<file path="src/rtl/serdes_link_if.sv">
// serdes_link_if: control/status bundle of the link sequencer (master = pins/PHY side driving enable, pll_lock, rx_comma_det, rx_code_err; slave = sequencer driving pll_en, tx_train, rx_align_en, link_up, fault, state, retry_cnt)
interface serdes_link_if;
  logic enable;
  logic pll_lock;
  logic rx_comma_det;
  logic rx_code_err;
  logic pll_en;
  logic tx_train;
  logic rx_align_en;
  logic link_up;
  logic fault;
  logic [2:0] state;
  logic [1:0] retry_cnt;
  modport master (
    output enable, pll_lock, rx_comma_det, rx_code_err,
    input  pll_en, tx_train, rx_align_en, link_up, fault, state, retry_cnt
  );
  modport slave (
    input  enable, pll_lock, rx_comma_det, rx_code_err,
    output pll_en, tx_train, rx_align_en, link_up, fault, state, retry_cnt
  );
endinterface

</file>
<file path="src/rtl/serdes_link_ctrl.sv">
// serdes_link_ctrl: SerDes bring-up sequencer (PLL lock wait, comma training, error-rate monitor, retry/fault); ports clk, rst_n (async active-low), link (serdes_link_if.slave)
module serdes_link_ctrl #(
  parameter int LOCK_STABLE   = 8,
  parameter int PLL_TIMEOUT   = 256,
  parameter int ALIGN_TIMEOUT = 512,
  parameter int ALIGN_COMMAS  = 4,
  parameter int ERR_WINDOW    = 64,
  parameter int ERR_MAX       = 4,
  parameter int MAX_RETRY     = 3
) (
  input  logic         clk,
  input  logic         rst_n,
  serdes_link_if.slave link
);
  localparam int LW = $clog2(LOCK_STABLE);
  localparam int CW = $clog2(ALIGN_COMMAS);
  localparam int EW = $clog2(ERR_MAX);
  localparam int WW = $clog2(ERR_WINDOW);
  localparam logic [LW-1:0] LOCK_LAST  = LW'(LOCK_STABLE - 1);
  localparam logic [CW-1:0] COMMA_LAST = CW'(ALIGN_COMMAS - 1);
  localparam logic [EW-1:0] ERR_LAST   = EW'(ERR_MAX - 1);
  localparam logic [WW-1:0] WIN_LAST   = WW'(ERR_WINDOW - 1);
  localparam logic [15:0]   PLL_LAST   = 16'(PLL_TIMEOUT - 1);
  localparam logic [15:0]   ALIGN_LAST = 16'(ALIGN_TIMEOUT - 1);
  localparam logic [1:0]    RETRY_LAST = 2'(MAX_RETRY);
  typedef enum logic [2:0] {
    IDLE     = 3'd0,
    PLL_WAIT = 3'd1,
    TRAIN    = 3'd2,
    LINKED   = 3'd3,
    FAULT    = 3'd4
  } state_t;
  state_t st, nxt;
  logic [15:0] timer;
  logic [LW-1:0] lock_cnt;
  logic [CW-1:0] comma_cnt;
  logic [EW-1:0] err_cnt;
  logic [WW-1:0] win_cnt;
  logic [1:0] retry, retry_nxt;
  logic fail, fail_pll, linked_ok, clr, wrap, burst, comma_done;
  assign wrap       = win_cnt == WIN_LAST;
  assign burst      = link.rx_code_err && !wrap && err_cnt == ERR_LAST;
  assign comma_done = link.rx_comma_det && !link.rx_code_err && comma_cnt == COMMA_LAST;
  always_comb begin
    nxt       = st;
    fail      = 1'b0;
    fail_pll  = 1'b0;
    linked_ok = 1'b0;
    if (!link.enable) nxt = IDLE;
    else
      case (st)
        IDLE:     nxt = PLL_WAIT;
        PLL_WAIT:
          if (link.pll_lock && lock_cnt == LOCK_LAST) nxt = TRAIN;
          else if (timer == PLL_LAST) {fail, fail_pll} = 2'b11;
        TRAIN:
          if (!link.pll_lock) {fail, fail_pll} = 2'b11;
          else if (comma_done) begin
            nxt       = LINKED;
            linked_ok = 1'b1;
          end
          else if (timer == ALIGN_LAST) fail = 1'b1;
        LINKED:
          if (!link.pll_lock) {fail, fail_pll} = 2'b11;
          else if (burst) fail = 1'b1;
        FAULT:    nxt = FAULT;
        default:  nxt = IDLE;
      endcase
    if (fail) nxt = retry == RETRY_LAST ? FAULT : fail_pll ? PLL_WAIT : TRAIN;
    // a failure that re-enters the current state still restarts its counters
    clr       = !link.enable || fail || nxt != st;
    retry_nxt = (!link.enable || linked_ok) ? 2'd0 : (fail && retry != RETRY_LAST) ? retry + 2'd1 : retry;
  end
  always_ff @(posedge clk or negedge rst_n)
    if (!rst_n) st <= IDLE;
    else st <= nxt;
  always_ff @(posedge clk or negedge rst_n)
    if (!rst_n) begin
      retry     <= '0;
      timer     <= '0;
      lock_cnt  <= '0;
      comma_cnt <= '0;
      err_cnt   <= '0;
      win_cnt   <= '0;
    end else begin
      retry     <= retry_nxt;
      timer     <= clr ? '0 : timer + {15'd0, ~&timer};
      lock_cnt  <= (clr || st != PLL_WAIT || !link.pll_lock) ? '0 : lock_cnt + LW'(1);
      comma_cnt <= (clr || st != TRAIN || link.rx_code_err) ? '0 : comma_cnt + CW'(link.rx_comma_det);
      // an error on the wrap cycle is the first of the new window
      err_cnt   <= (clr || st != LINKED) ? '0 : wrap ? EW'(link.rx_code_err) : err_cnt + EW'(link.rx_code_err);
      win_cnt   <= (clr || st != LINKED || wrap) ? '0 : win_cnt + WW'(1);
    end
  assign link.pll_en      = st inside {PLL_WAIT, TRAIN, LINKED};
  assign link.tx_train    = st == TRAIN;
  assign link.rx_align_en = st == TRAIN;
  assign link.link_up     = st == LINKED;
  assign link.fault       = st == FAULT;
  assign link.state       = st;
  assign link.retry_cnt   = retry;
endmodule
</file>
<file path="src/flat_wrapper.sv">
// flat-port wrapper written by rule: the top's interface ports become plain ports
module serdes_link_ctrl_flat 
#(
  parameter int LOCK_STABLE   = 8,
  parameter int PLL_TIMEOUT   = 256,
  parameter int ALIGN_TIMEOUT = 512,
  parameter int ALIGN_COMMAS  = 4,
  parameter int ERR_WINDOW    = 64,
  parameter int ERR_MAX       = 4,
  parameter int MAX_RETRY     = 3
)
  (clk, rst_n, link_enable, link_pll_lock, link_rx_comma_det, link_rx_code_err, link_pll_en, link_tx_train, link_rx_align_en, link_link_up, link_fault, link_state, link_retry_cnt);
  serdes_link_if link_i ();
  input  logic clk;
  input  logic rst_n;
  input wire logic [$bits(link_i.enable)-1:0] link_enable;
  input wire logic [$bits(link_i.pll_lock)-1:0] link_pll_lock;
  input wire logic [$bits(link_i.rx_comma_det)-1:0] link_rx_comma_det;
  input wire logic [$bits(link_i.rx_code_err)-1:0] link_rx_code_err;
  output wire logic [$bits(link_i.pll_en)-1:0] link_pll_en;
  output wire logic [$bits(link_i.tx_train)-1:0] link_tx_train;
  output wire logic [$bits(link_i.rx_align_en)-1:0] link_rx_align_en;
  output wire logic [$bits(link_i.link_up)-1:0] link_link_up;
  output wire logic [$bits(link_i.fault)-1:0] link_fault;
  output wire logic [$bits(link_i.state)-1:0] link_state;
  output wire logic [$bits(link_i.retry_cnt)-1:0] link_retry_cnt;
  assign link_i.enable = link_enable;
  assign link_i.pll_lock = link_pll_lock;
  assign link_i.rx_comma_det = link_rx_comma_det;
  assign link_i.rx_code_err = link_rx_code_err;
  assign link_pll_en = link_i.pll_en;
  assign link_tx_train = link_i.tx_train;
  assign link_rx_align_en = link_i.rx_align_en;
  assign link_link_up = link_i.link_up;
  assign link_fault = link_i.fault;
  assign link_state = link_i.state;
  assign link_retry_cnt = link_i.retry_cnt;
  serdes_link_ctrl #(.LOCK_STABLE(LOCK_STABLE), .PLL_TIMEOUT(PLL_TIMEOUT), .ALIGN_TIMEOUT(ALIGN_TIMEOUT), .ALIGN_COMMAS(ALIGN_COMMAS), .ERR_WINDOW(ERR_WINDOW), .ERR_MAX(ERR_MAX), .MAX_RETRY(MAX_RETRY)) u_core (.clk(clk), .rst_n(rst_n), .link(link_i));
endmodule
</file>
<file path="config.mk">
export PLATFORM = sky130hd
export DESIGN_NAME = serdes_link_ctrl_flat
export DESIGN_NICKNAME = d
export VERILOG_FILES = /design/src/rtl/serdes_link_if.sv /design/src/rtl/serdes_link_ctrl.sv /design/src/flat_wrapper.sv
export SDC_FILE = /design/constraint.sdc
export NUM_CORES = 1
export LEC_CHECK = 0
export CORE_MARGIN = 2
export CORE_UTILIZATION = 35
export DETAILED_ROUTE_END_ITERATION = 8
export SYNTH_ARGS = -nofsm -noshare
export SYNTH_HDL_FRONTEND = slang
export SYNTH_SLANG_ARGS = --single-unit
</file>
<file path="constraint.sdc">
create_clock -name clk -period 2.8 [get_ports clk]
set_input_delay 0.84 -clock clk [delete_from_list [all_inputs] [get_ports clk]]
set_output_delay 0.84 -clock clk [all_outputs]
set_load 0.02 [all_outputs]
</file>
==> impl_results.md <==
- Status: completed
- Netlist Area Pre-Place: 1840 um^2
- Hold Path Class: reg2reg
- Routability cong.: between 0.7 and 0.8
- Ant diodes: 0
- Hold-fix buffers at CTS: 0
- Power Dens Cells: ~420 nW/um^2
- Fraction of layout cells with a size suffix above 1: about 11%
- Seq/Total Area, Yosys: 46.1%
- CP Capture Type: primary output
- Final worst slack: roughly 0.15 ns
- Fill cells: between 400 and 500
- Post-DP HPWL: about 2.3 mm
- Routed length per instance: 12.2 um
- Top-Level Pins: 16
- Setup slack, reg-to-reg: 0.46 ns
- Antenna Violating Nets Remaining: 0
- Routed vias: ~1400
- CTS tree: yes
- Worst setup endpoint: link_link_up
- Starting Density: between 30 and 40%
- R2R Path Start: u_core.timer[8]
- Setup_tns: 0 ns
- Max_slew headroom: 63.3%
- Finish-stage setup viols: 0
- Cell variety after synth: 38
- Hold Vio Cnt, Final: 0
- Max VDD drop: 0.277 mV
- Reg2Reg Capture Point: u_core.timer[12]
- DRC violation count after routing: 0
- CTS sink count: 34
- Cell family with most CP delay: buffers and inverters
- Die height: 76.6 um
- Initial antenna violation count: 0
- Worst-path maximum fanout: 13
- Core box area: slightly above 5000 um^2
- Post-synth top area share: between 40% and 50%
- H-tree depth: 2
- Top post-synthesis cells by area: dfrtp_1 (46%), xnor2_1 (6.6%), nor2_1 (6.1%), ha_1 (5.4%), nor3_1 (3.3%)
- Worst setup SP type: register
- Die X: 76.6 um
- Post-CTS setup buffers: 0
- FMAX: 0.378 GHz
- First-iteration detailed-routing DRC count: 55
- Die area: between 5000 and 6000 um^2
- Final Cycle Share: 94.6%
- Area after DPL: 2120 um^2
- Vias in the first global route: 1318
- WP depth: 3
- Critical path type: reg2out
- GRT Residual Overflow: 0
- Initial DRT Pass Iterations: 4
- CP max-delay cell: clkdlybuf4s50_1
- Clk slew on worst S/H paths: about 0.080 ns
- Final Max Slew Viols: 0
- Most common cell after layout, fill and taps aside: dfrtp_1
- Synth warn: 0
- DR vias/cell: 4.83
- Largest net degree at the start of global routing: 35
- Static Leak: 0.000997 uW
- CP bufs+invs: 2
- Slew of the pin with the lowest slew margin: approximately 0.55 ns
- Synth area leader: dfrtp_1
- Critical path, cell by cell: nand3b_4, inv_1, clkdlybuf4s50_1
- Skew-Pair Late Insertion Delay: 0.29 ns
- Layout overhead on the synthesized area: 20.1%
- Final Power: 931 uW
- First-pass GRT wire length: 6.20 mm
- Post-CTS sizing: 0
- Crit path time final: ~2.6 ns
- Num CTS Buffers: 5
- CP Launch Point: u_core.link.state[0]
- Port bufs: 15
- Seq cells post-synth: 34
- Hold_ws: between 0.4 and 0.5 ns
- Design area: 2210 um^2
- Pre-CTS worst setup slack: -0.126 ns
- Worst-case clock buffer depth: 2
- Arr. time, crit path: 1.81 ns
- Total GRT Usage: 13.1%
- Fin Clk Skew: 0.0135 ns
- CTS root buf: clkbuf_8
- Drt total wl: 3.43 mm
- Post-synthesis net count: 200
- Max-cap viol count: 0
- Synthesized instance count: 186
- Reg2Reg Depth: 10
- Syn_area_per_cell: 9.92 um^2
- NumNets Final: approximately 220
- RSZ-0062 raised after global routing: false
- Row cnt: 26
- Most frequent cells in the layout: dfrtp_1 (34), nor2_1 (30), clkdlybuf4s50_1 (15), xnor2_1 (14)
- Critical Path RT: 1.96 ns
- Largest stage delay on the critical path: 0.61 ns
-- power by group --
| part | internal (uW) | leakage [uW] | switching [uW] | total [uW] |
|---|---|---|---|---|
| registers | 494 | 0.000472 | 4.10 | 498 |
| clock network | 198 | 0.0000482 | 176 | 375 |
| logic | 26.7 | 0.000477 | 32.0 | 58.7 |
| total | 719 | 0.000997 | 212 | 931 |
-- layer usage --
layer  GRT usage (%)  wire [um]  up-vias
li1                -          -      690
met1            17.7       1740      642
met2            20.1       1530       18
met3            4.03        118        6
met4            3.82         40        0
met5               0          0        -
-- kinds of logic (layout without fill, tap and decap cells) --
logic type,Yosys count,after routing,share of synthesized area (%)
simple gates,93,93,28.0
flops,34,34,46.1
compound gates,14,14,5.43
buf+inv,15,40,4.41
xor+xnor,20,20,9.50
mux,2,2,1.09
fa+ha+maj,8,8,5.43
-- area by class of cell --
class	instances	area, um^2	share of cell area (%)
sequential	34	851	38.4
clock inverter	1	5.00	0.226
tap	70	87.6	3.95
timing repair buffer	24	243	11.0
multi-input combinational	137	912	41.2
inverter	8	30.0	1.36
clock buffer	7	86.3	3.90
-- flip-flops by register name, summed over array words and instances, names as in the netlist --
register	flops
u_core.err_cnt	2
u_core.timer	16
u_core.win_cnt	6
u_core.lock_cnt	3
u_core.link.state	3
u_core.comma_cnt	2
u_core.link.retry_cnt	2
-- Yosys cell counts --
| library cell | count |
|---|---|
| o32ai_1 | 1 |
| a21oi_1 | 4 |
| buf_4 | 3 |
| o21a_1 | 3 |
| a2111oi_0 | 1 |
| and3b_1 | 1 |
| nor3_1 | 12 |
| or4_1 | 1 |
| ha_1 | 8 |
| and2_2 | 1 |
| nand3b_4 | 1 |
| nand2b_1 | 1 |
| a2111o_1 | 1 |
| clkbuf_4 | 1 |
| xnor2_1 | 14 |
| o21ai_0 | 2 |
| nand2_1 | 12 |
| nand3_1 | 8 |
| inv_1 | 8 |
| a21o_1 | 1 |
| nand4_1 | 6 |
| nand4bb_1 | 2 |
| nor4_1 | 1 |
| and3_1 | 6 |
| dfrtp_1 | 34 |
| and4b_1 | 1 |
| or3_1 | 2 |
| or3b_2 | 1 |
| nor4b_2 | 3 |
| buf_2 | 2 |
| nand3_2 | 1 |
| xor2_1 | 6 |
| a221o_2 | 1 |
| buf_6 | 1 |
| and2_1 | 1 |
| nor2b_1 | 2 |
| nor2_1 | 30 |
| mux2i_1 | 2 |
-- worst min-delay path by stage --
stage	startpoint	endpoint	depth (start not counted)
after floorplan	u_core.lock_cnt[0]	u_core.lock_cnt[0]	1
after global placement	u_core.lock_cnt[0]	u_core.lock_cnt[0]	1
after detailed placement	u_core.lock_cnt[0]	u_core.lock_cnt[0]	1
after CTS	u_core.lock_cnt[0]	u_core.lock_cnt[0]	1
after global routing	u_core.lock_cnt[0]	u_core.lock_cnt[0]	1
final	u_core.lock_cnt[0]	u_core.lock_cnt[0]	1
-- metrics by stage --
| stage | std cells | util (%) |
|---|---|---|
| global route | 281 | 43.4 |
| floorplan | 186 | - |
| global placement | 273 | 41.6 |
| CTS | 281 | 43.4 |
| detailed placement | 273 | 41.6 |
| finish | 281 | 43.4 |
Power figures use the tool's default switching activity.
